## src/rtl/aes_trace_sequencer_if.sv

```systemverilog
// Bundle of configuration, launch and AES-core signals around aes_trace_sequencer.
// master = host/stimulus side, slave = the sequencer.
interface aes_trace_sequencer_if #(
    parameter int DATA_W = 128,
    parameter int DEPTH  = 16
);
    localparam int AW = $clog2(DEPTH);

    logic              cfg_wr_en;
    logic [AW-1:0]     cfg_wr_addr;
    logic [DATA_W-1:0] cfg_wr_data;
    logic [DATA_W-1:0] cfg_key;
    logic [AW:0]       cfg_num;
    logic              cfg_loop;
    logic              start;
    logic              abort;
    logic              core_en;
    logic [DATA_W-1:0] core_data_in;
    logic [DATA_W-1:0] core_key_in;
    logic [DATA_W-1:0] core_data_out;
    logic              core_data_out_valid;
    logic              trig;
    logic              res_valid;
    logic [DATA_W-1:0] res_data;
    logic [AW-1:0]     res_index;
    logic              busy;
    logic              done;
    logic              err_timeout;

    modport master (
        output cfg_wr_en, cfg_wr_addr, cfg_wr_data, cfg_key, cfg_num, cfg_loop,
               start, abort, core_data_out, core_data_out_valid,
        input  core_en, core_data_in, core_key_in, trig, res_valid, res_data,
               res_index, busy, done, err_timeout
    );

    modport slave (
        input  cfg_wr_en, cfg_wr_addr, cfg_wr_data, cfg_key, cfg_num, cfg_loop,
               start, abort, core_data_out, core_data_out_valid,
        output core_en, core_data_in, core_key_in, trig, res_valid, res_data,
               res_index, busy, done, err_timeout
    );
endinterface

```

## src/rtl/aes_trace_sequencer.sv

```systemverilog
// Plaintext-buffer sequencer that launches AES encryptions back-to-back for power-trace
// capture, with scope trigger, optional LFSR decoy data in the gaps, and a hung-core timeout.
module aes_trace_sequencer #(
    parameter int DATA_W     = 128,
    parameter int DEPTH      = 16,
    parameter int GAP_CYCLES = 15,
    parameter int TIMEOUT    = 64,
    parameter bit DECOY_EN   = 1'b1
) (
    input  logic                 AES_clk,
    input  logic                 AES_rst_n,
    aes_trace_sequencer_if.slave bus
);
    localparam int AW  = $clog2(DEPTH);
    localparam int REP = DATA_W / 32;
    localparam int TW  = $clog2(TIMEOUT + 1);
    localparam int GW  = $clog2(GAP_CYCLES + 1);

    localparam logic [AW:0]     NUM_ZERO  = '0;
    localparam logic [AW:0]     NUM_ONE   = (AW+1)'(1);
    localparam logic [AW:0]     NUM_MAX   = (AW+1)'(DEPTH);
    localparam logic [AW-1:0]   IDX_ZERO  = '0;
    localparam logic [AW-1:0]   IDX_ONE   = AW'(1);
    localparam logic [TW-1:0]   T_ZERO    = '0;
    localparam logic [TW-1:0]   T_ONE     = TW'(1);
    localparam logic [TW-1:0]   T_LAST    = TW'(TIMEOUT - 1);
    localparam logic [GW-1:0]   G_ZERO    = '0;
    localparam logic [GW-1:0]   G_ONE     = GW'(1);
    localparam logic [GW-1:0]   G_LOAD    = GW'(GAP_CYCLES);
    localparam logic [31:0]     LFSR_SEED = 32'hACE1_2468;

    typedef enum logic [1:0] {
        S_IDLE = 2'd0,
        S_WAIT = 2'd1,
        S_GAP  = 2'd2
    } state_t;

    // Fibonacci LFSR x^32+x^22+x^2+x+1, shifting towards the MSB.
    function automatic logic [31:0] f_lfsr_step(input logic [31:0] s);
        return {s[30:0], s[31] ^ s[21] ^ s[1] ^ s[0]};
    endfunction

    state_t            r_state, w_state;
    logic [DATA_W-1:0] r_buf [DEPTH];
    logic [AW-1:0]     r_idx, w_idx;
    logic [AW:0]       r_num, w_num;
    logic              r_loop, w_loop;
    logic [DATA_W-1:0] r_key, w_key;
    logic [DATA_W-1:0] r_data_in, w_data_in;
    logic              r_core_en, w_core_en;
    logic              r_trig, w_trig;
    logic              r_res_valid, w_res_valid;
    logic [DATA_W-1:0] r_res_data, w_res_data;
    logic [AW-1:0]     r_res_index, w_res_index;
    logic              r_busy, w_busy;
    logic              r_done, w_done;
    logic              r_err, w_err;
    logic [TW-1:0]     r_tcnt, w_tcnt;
    logic [GW-1:0]     r_gcnt, w_gcnt;
    logic [31:0]       r_lfsr, w_lfsr;
    logic [31:0]       w_lfsr_step;
    logic [AW:0]       w_num_sat;
    logic              w_last;

    assign w_lfsr_step = f_lfsr_step(r_lfsr);
    assign w_num_sat   = (bus.cfg_num > NUM_MAX) ? NUM_MAX : bus.cfg_num;
    assign w_last      = ({1'b0, r_idx} == (r_num - NUM_ONE));

    // Plaintext buffer; writable only while idle.
    always_ff @(posedge AES_clk) begin
        if ((r_state == S_IDLE) && bus.cfg_wr_en && !bus.abort) begin
            r_buf[bus.cfg_wr_addr] <= bus.cfg_wr_data;
        end
    end

    // FSM state register.
    always_ff @(posedge AES_clk or negedge AES_rst_n) begin
        if (!AES_rst_n) begin
            r_state <= S_IDLE;
        end else begin
            r_state <= w_state;
        end
    end

    // Next-state and next-output decode; abort overrides every state.
    always_comb begin
        w_state     = r_state;
        w_idx       = r_idx;
        w_num       = r_num;
        w_loop      = r_loop;
        w_key       = r_key;
        w_data_in   = r_data_in;
        w_core_en   = r_core_en;
        w_trig      = r_trig;
        w_res_valid = 1'b0;
        w_res_data  = r_res_data;
        w_res_index = r_res_index;
        w_done      = 1'b0;
        w_err       = r_err;
        w_tcnt      = r_tcnt;
        w_gcnt      = r_gcnt;
        w_lfsr      = r_lfsr;
        if (bus.abort) begin
            w_state   = S_IDLE;
            w_core_en = 1'b0;
            w_trig    = 1'b0;
        end else begin
            case (r_state)
                S_IDLE: begin
                    if (bus.start && (bus.cfg_num != NUM_ZERO)) begin
                        w_state   = S_WAIT;
                        w_key     = bus.cfg_key;
                        w_num     = w_num_sat;
                        w_loop    = bus.cfg_loop;
                        w_idx     = IDX_ZERO;
                        w_err     = 1'b0;
                        w_tcnt    = T_ZERO;
                        w_data_in = r_buf[IDX_ZERO];
                        w_core_en = 1'b1;
                        w_trig    = 1'b1;
                    end else begin
                        w_state = S_IDLE;
                    end
                end
                S_WAIT: begin
                    // A valid on the final timeout cycle still counts as a result.
                    if (bus.core_data_out_valid) begin
                        w_res_valid = 1'b1;
                        w_res_data  = bus.core_data_out;
                        w_res_index = r_idx;
                        w_core_en   = 1'b0;
                        w_trig      = 1'b0;
                        if (w_last && !r_loop) begin
                            w_done  = 1'b1;
                            w_state = S_IDLE;
                        end else begin
                            w_idx   = w_last ? IDX_ZERO : (r_idx + IDX_ONE);
                            w_gcnt  = G_LOAD;
                            w_state = S_GAP;
                            if (DECOY_EN) begin
                                w_lfsr    = w_lfsr_step;
                                w_data_in = {REP{w_lfsr_step}};
                            end else begin
                                w_lfsr = r_lfsr;
                            end
                        end
                    end else if (r_tcnt == T_LAST) begin
                        w_core_en = 1'b0;
                        w_trig    = 1'b0;
                        w_err     = 1'b1;
                        w_state   = S_IDLE;
                    end else begin
                        w_tcnt = r_tcnt + T_ONE;
                    end
                end
                S_GAP: begin
                    if (r_gcnt == G_ZERO) begin
                        w_state   = S_WAIT;
                        w_data_in = r_buf[r_idx];
                        w_core_en = 1'b1;
                        w_trig    = 1'b1;
                        w_tcnt    = T_ZERO;
                    end else begin
                        w_gcnt = r_gcnt - G_ONE;
                        if (DECOY_EN) begin
                            w_lfsr    = w_lfsr_step;
                            w_data_in = {REP{w_lfsr_step}};
                        end else begin
                            w_lfsr = r_lfsr;
                        end
                    end
                end
                default: begin
                    w_state   = S_IDLE;
                    w_core_en = 1'b0;
                    w_trig    = 1'b0;
                end
            endcase
        end
        w_busy = (w_state != S_IDLE);
    end

    // Datapath and output registers.
    always_ff @(posedge AES_clk or negedge AES_rst_n) begin
        if (!AES_rst_n) begin
            r_idx       <= '0;
            r_num       <= '0;
            r_loop      <= 1'b0;
            r_key       <= '0;
            r_data_in   <= '0;
            r_core_en   <= 1'b0;
            r_trig      <= 1'b0;
            r_res_valid <= 1'b0;
            r_res_data  <= '0;
            r_res_index <= '0;
            r_busy      <= 1'b0;
            r_done      <= 1'b0;
            r_err       <= 1'b0;
            r_tcnt      <= '0;
            r_gcnt      <= '0;
            r_lfsr      <= LFSR_SEED;
        end else begin
            r_idx       <= w_idx;
            r_num       <= w_num;
            r_loop      <= w_loop;
            r_key       <= w_key;
            r_data_in   <= w_data_in;
            r_core_en   <= w_core_en;
            r_trig      <= w_trig;
            r_res_valid <= w_res_valid;
            r_res_data  <= w_res_data;
            r_res_index <= w_res_index;
            r_busy      <= w_busy;
            r_done      <= w_done;
            r_err       <= w_err;
            r_tcnt      <= w_tcnt;
            r_gcnt      <= w_gcnt;
            r_lfsr      <= w_lfsr;
        end
    end

    assign bus.core_en      = r_core_en;
    assign bus.core_data_in = r_data_in;
    assign bus.core_key_in  = r_key;
    assign bus.trig         = r_trig;
    assign bus.res_valid    = r_res_valid;
    assign bus.res_data     = r_res_data;
    assign bus.res_index    = r_res_index;
    assign bus.busy         = r_busy;
    assign bus.done         = r_done;
    assign bus.err_timeout  = r_err;
endmodule

```

## src/flat_wrapper.sv

```systemverilog
// flat-port wrapper written by rule: the top's interface ports become plain ports
module aes_trace_sequencer_flat 
#(
    parameter int DATA_W     = 128,
    parameter int DEPTH      = 16,
    parameter int GAP_CYCLES = 15,
    parameter int TIMEOUT    = 64,
    parameter bit DECOY_EN   = 1'b1
)
  (AES_clk, AES_rst_n, bus_cfg_wr_en, bus_cfg_wr_addr, bus_cfg_wr_data, bus_cfg_key, bus_cfg_num, bus_cfg_loop, bus_start, bus_abort, bus_core_data_out, bus_core_data_out_valid, bus_core_en, bus_core_data_in, bus_core_key_in, bus_trig, bus_res_valid, bus_res_data, bus_res_index, bus_busy, bus_done, bus_err_timeout);
  aes_trace_sequencer_if #(.DATA_W(DATA_W), .DEPTH(DEPTH)) bus_i ();
  input  logic AES_clk;
  input  logic AES_rst_n;
  input wire logic [$bits(bus_i.cfg_wr_en)-1:0] bus_cfg_wr_en;
  input wire logic [$bits(bus_i.cfg_wr_addr)-1:0] bus_cfg_wr_addr;
  input wire logic [$bits(bus_i.cfg_wr_data)-1:0] bus_cfg_wr_data;
  input wire logic [$bits(bus_i.cfg_key)-1:0] bus_cfg_key;
  input wire logic [$bits(bus_i.cfg_num)-1:0] bus_cfg_num;
  input wire logic [$bits(bus_i.cfg_loop)-1:0] bus_cfg_loop;
  input wire logic [$bits(bus_i.start)-1:0] bus_start;
  input wire logic [$bits(bus_i.abort)-1:0] bus_abort;
  input wire logic [$bits(bus_i.core_data_out)-1:0] bus_core_data_out;
  input wire logic [$bits(bus_i.core_data_out_valid)-1:0] bus_core_data_out_valid;
  output wire logic [$bits(bus_i.core_en)-1:0] bus_core_en;
  output wire logic [$bits(bus_i.core_data_in)-1:0] bus_core_data_in;
  output wire logic [$bits(bus_i.core_key_in)-1:0] bus_core_key_in;
  output wire logic [$bits(bus_i.trig)-1:0] bus_trig;
  output wire logic [$bits(bus_i.res_valid)-1:0] bus_res_valid;
  output wire logic [$bits(bus_i.res_data)-1:0] bus_res_data;
  output wire logic [$bits(bus_i.res_index)-1:0] bus_res_index;
  output wire logic [$bits(bus_i.busy)-1:0] bus_busy;
  output wire logic [$bits(bus_i.done)-1:0] bus_done;
  output wire logic [$bits(bus_i.err_timeout)-1:0] bus_err_timeout;
  assign bus_i.cfg_wr_en = bus_cfg_wr_en;
  assign bus_i.cfg_wr_addr = bus_cfg_wr_addr;
  assign bus_i.cfg_wr_data = bus_cfg_wr_data;
  assign bus_i.cfg_key = bus_cfg_key;
  assign bus_i.cfg_num = bus_cfg_num;
  assign bus_i.cfg_loop = bus_cfg_loop;
  assign bus_i.start = bus_start;
  assign bus_i.abort = bus_abort;
  assign bus_i.core_data_out = bus_core_data_out;
  assign bus_i.core_data_out_valid = bus_core_data_out_valid;
  assign bus_core_en = bus_i.core_en;
  assign bus_core_data_in = bus_i.core_data_in;
  assign bus_core_key_in = bus_i.core_key_in;
  assign bus_trig = bus_i.trig;
  assign bus_res_valid = bus_i.res_valid;
  assign bus_res_data = bus_i.res_data;
  assign bus_res_index = bus_i.res_index;
  assign bus_busy = bus_i.busy;
  assign bus_done = bus_i.done;
  assign bus_err_timeout = bus_i.err_timeout;
  aes_trace_sequencer #(.DATA_W(DATA_W), .DEPTH(DEPTH), .GAP_CYCLES(GAP_CYCLES), .TIMEOUT(TIMEOUT), .DECOY_EN(DECOY_EN)) u_core (.AES_clk(AES_clk), .AES_rst_n(AES_rst_n), .bus(bus_i));
endmodule
```

## config.mk

```make
export PLATFORM = sky130hd
export DESIGN_NAME = aes_trace_sequencer_flat
export DESIGN_NICKNAME = d
export VERILOG_FILES = /design/src/rtl/aes_trace_sequencer_if.sv /design/src/rtl/aes_trace_sequencer.sv /design/src/flat_wrapper.sv
export SDC_FILE = /design/constraint.sdc
export NUM_CORES = 2
export LEC_CHECK = 0
export ABC_AREA = 0
export BUFFER_PORTS_ARGS = -buffer_cell sky130_fd_sc_hd__buf_2
export CAP_MARGIN = 20
export CORE_MARGIN = 2
export CORE_UTILIZATION = 60
export DETAILED_ROUTE_END_ITERATION = 7
export PLACE_DENSITY = 0.8
export SLEW_MARGIN = 30
export SYNTH_ARGS = -nofsm -noshare
export SYNTH_HDL_FRONTEND = slang
export SYNTH_SLANG_ARGS = --single-unit
export TNS_END_PERCENT = 5
```

## constraint.sdc

```tcl
create_clock -name AES_clk -period 14.7 [get_ports AES_clk]
set_input_delay 0.735 -clock AES_clk [delete_from_list [all_inputs] [get_ports AES_clk]]
set_output_delay 0.735 -clock AES_clk [all_outputs]
set_load 0.1 [all_outputs]
```

==> out/metrics.cfg <==
[outcome]
status=complete, no violations

[sta]
tightest_slew_ns=1.23
rsz0062_at_grt=no
fin_worst_skew_ns=0.0385
hold_viol_final=0
slew_viol_final=0
setup_tns_ns=0
clock.fmax_mhz=182
setup_violations=0
period_needed_ns=5.51
maxSlewHeadroom=0.181
finalCritPeriodShare=0.375

[floorplan]
start_util=0.603
die_x_um=408
dieArea_um2=166000
die_h_um=408
fp.coreArea_um2=162000
ioPinCount=794
num_rows=148

[detailed_routing]
drtIter0Drc=10000
num_vias=61000
drc_errors=0
ant_nets=0
wl_um=308000
vias_per_cell=6.79
firstDrtPassIters=8
wire_per_inst_um=34.3

[power_and_ir_drop]
power.leakage_nw=39.0
swShare=0.375
power_w=0.0200
combPwrFrac=0.277
intPower_w=0.0125
peakVddDrop_mv=0.171
power.density_nw_per_um2=178
power.switching_w=0.00750
pwr-share-seq=0.420
clkPwrFrac=0.302

[global_routing]
grt.total_usage=0.365
overflow=0
grt_pass1_vias=59700
antenna_found_initial=78
grt_pass1_wl_um=434000
grt_max_degree=153

[critical_path]
cpMostUsedCell=buf_4
endpoint_kind=flop
worst_r2r_path_depth=9
reg2reg_slack_ns=9.19
cp_cell_sequence=buf_4 > buf_12 > buf_4 > buf_4 > buf_4 > mux4_2 > o211ai_1 > nand3_1 > mux2_1
timing.rr.start=u_core.r_idx[0]$_DFFE_PN0P_
crit_slowest_cell=dfrtp_4
cp-endpoint=u_core.bus.core_data_in[21]$_DFFE_PN0P_
crit_type=flop to flop
crit_start=u_core.r_idx[0]$_DFFE_PN0P_
cp_max_fo=45
slowest_delay_ns=0.94
cp.arrival_ns=6.26
r2r_end=u_core.bus.core_data_in[21]$_DFFE_PN0P_
start_kind=flop
cp.required_ns=15.45

[clock_network]
cts.htree.levels=4
cts.reportedPaths.clkPinSlew_ns=0.06
clkLatencyLatePin_ns=0.89
cts_sinks=2496
cts_buffer_depth=3
cts_tree=done
cts_made_buffers=234
cts-resized-gates=0
ctsRootBufferMaster=clkbuf_16

[synth]
synth_seq_area_share=0.743
ys_ff_latch=2496
yosys.area_share.xor_xnor=0.000805
netlist_area_um2=97900
avgSynthCellArea_um2=17.0
synth_top_area_frac=0.628
synthAdderAreaFrac=0.00102
synth_most_common_cell=edfxtp_1
synth_commonest_cells=2048 x edfxtp_1, 647 x mux2i_1, 435 x dfrtp_1, 425 x nand2_1, 219 x clkbuf_1
synth_fp_nets=6171
ys_top_cells_by_area=edfxtp_1 63%, dfrtp_1 11%, mux2i_1 6.6%
synth_cells=5763
synth_compound_area_frac=0.0689
yosys.area_share.simple=0.0420
synth_edf_count=2048
muxShareOfSynthArea=0.129
synth_top_family_by_area=multiplexers
synthDistinctLibCells=58
synth_top_area_cell=edfxtp_1
synth_ff_type=edfxtp_1
yosys_warnings=0
synth-async-reset-ratio=0.179

[worst_hold_path]
min_path_type=primary input to flop

[cells_and_area]
drive_gt1_frac=0.236
nets=6969
syn_to_final_growth_pct=14.9
final_core_util=0.693

[run]
maxCapViolCount=0

[place]
routabilityCongestion=0.967
io_buffers=793
place.detailed.hpwl_um=176000

per-stage QoR:
step                setup slack (ns)  hold WS (ns)  std cells  area [um^2]
floorplan                       3.76         0.439       5763        97900
finish                          9.19        0.0525       8979       113000
global placement                9.11         0.454       8487       104000
detailed placement              9.07         0.457       8492       105000
global route                    8.97        0.0489       8964       112000
CTS                             9.02       0.00109       8939       112000
critical path, delay by kind of cell, from the launching register on:
family / cells / cell delay (ns)
compound gates: 1 / 0.22
buf+inv: 5 / 3.00
flops: 1 / 0.94
mux: 2 / 0.92
simple gates: 1 / 0.13
layer usage:
layer,vias up,share of wire,track usage
met4,50,0.052,0.181
met2,4826,0.46,0.559
li1,24400,-,-
met1,30800,0.36,0.487
met3,870,0.13,0.100
met5,-,0.0011,0
cells by family (layout without fill, tap and decap cells):
family,Yosys count,in the layout
flops,2496,2496
mux,1065,1065
simple gates,918,918
compound gates,903,903
buf+inv,364,1372
xor+xnor,9,9
fa+ha+maj,8,8
other cells,0,33
placed cells by master (no fill, tap or decap), types with 32 or more instances in the layout:
cell type	n
clkinv_2	44
dfrtp_1	431
diode_2	33
o2111ai_1	127
mux4_2	128
clkinv_1	35
mux2i_1	647
a2bb2oi_1	124
nor2_1	145
and2_1	34
o211ai_1	130
nand3_1	133
clkbuf_16	234
buf_2	792
o21ai_0	166
mux2_2	149
a31oi_1	58
edfxtp_1	2048
nand2_1	422
clkbuf_1	64
mux2_1	141
a22oi_1	128
nor2b_1	125
buf_4	79
a221oi_1	125
clkbuf_8	32
flip-flops by register name (all words and copies together) (netlist names), 2 cells and up:
register,flops
u_core.r_buf,2048
u_core.bus.core_data_in,128
u_core.bus.core_key_in,128
u_core.bus.res_data,128
u_core.r_lfsr,32
u_core.r_tcnt,7
u_core.r_num,5
u_core.bus.res_index,4
u_core.r_gcnt,4
u_core.r_idx,4
u_core.r_state,2
layout make-up:
| class | count | area [um^2] |
|---|---|---|
| flip-flops and latches | 2496 | 72700 |
| fillers | 10300 | 49900 |
| multi-input cells | 2903 | 23900 |
| clock buffers | 330 | 6540 |
| repair buffers | 909 | 5270 |
| well taps | 2175 | 2720 |
| clock inverters | 116 | 1180 |
| diodes | 33 | 82.6 |
| inverters | 17 | 68.8 |
power groups by stage:
stage | clock (W) | combinational [W] | sequential, W
floorplan | 0 | 0.00144 | 0.0109
global placement | 0 | 0.00540 | 0.00852
detailed placement | 0 | 0.00547 | 0.00852
CTS | 0.00606 | 0.00550 | 0.00839
global route | 0.00634 | 0.00566 | 0.00843
finish | 0.00604 | 0.00555 | 0.00841
worst min-delay path by stage:
stage | start | to | cells after the start
after global routing | bus_core_data_out[121] | u_core.bus.res_data[121]$_DFFE_PN0P_ | 3
after floorplan | AES_rst_n | u_core.bus.busy$_DFF_PN0_ | 0
after global placement | u_core.bus.res_data[64]$_DFFE_PN0P_ | u_core.bus.res_data[64]$_DFFE_PN0P_ | 2
after detailed placement | u_core.bus.res_data[108]$_DFFE_PN0P_ | u_core.bus.res_data[108]$_DFFE_PN0P_ | 2
after CTS | bus_core_data_out[106] | u_core.bus.res_data[106]$_DFFE_PN0P_ | 3
final | bus_core_data_out[106] | u_core.bus.res_data[106]$_DFFE_PN0P_ | 3
timing repair:
| item | CTS | global route |
|---|---|---|
| setup buffers | 0 | 0 |
| endpoints found under the hold margin | 63 | 0 |
| hold buffers | 1 | 0 |
| endpoints found under the setup margin | 0 | 0 |
Note: power is estimated with default switching activity, not from simulation.
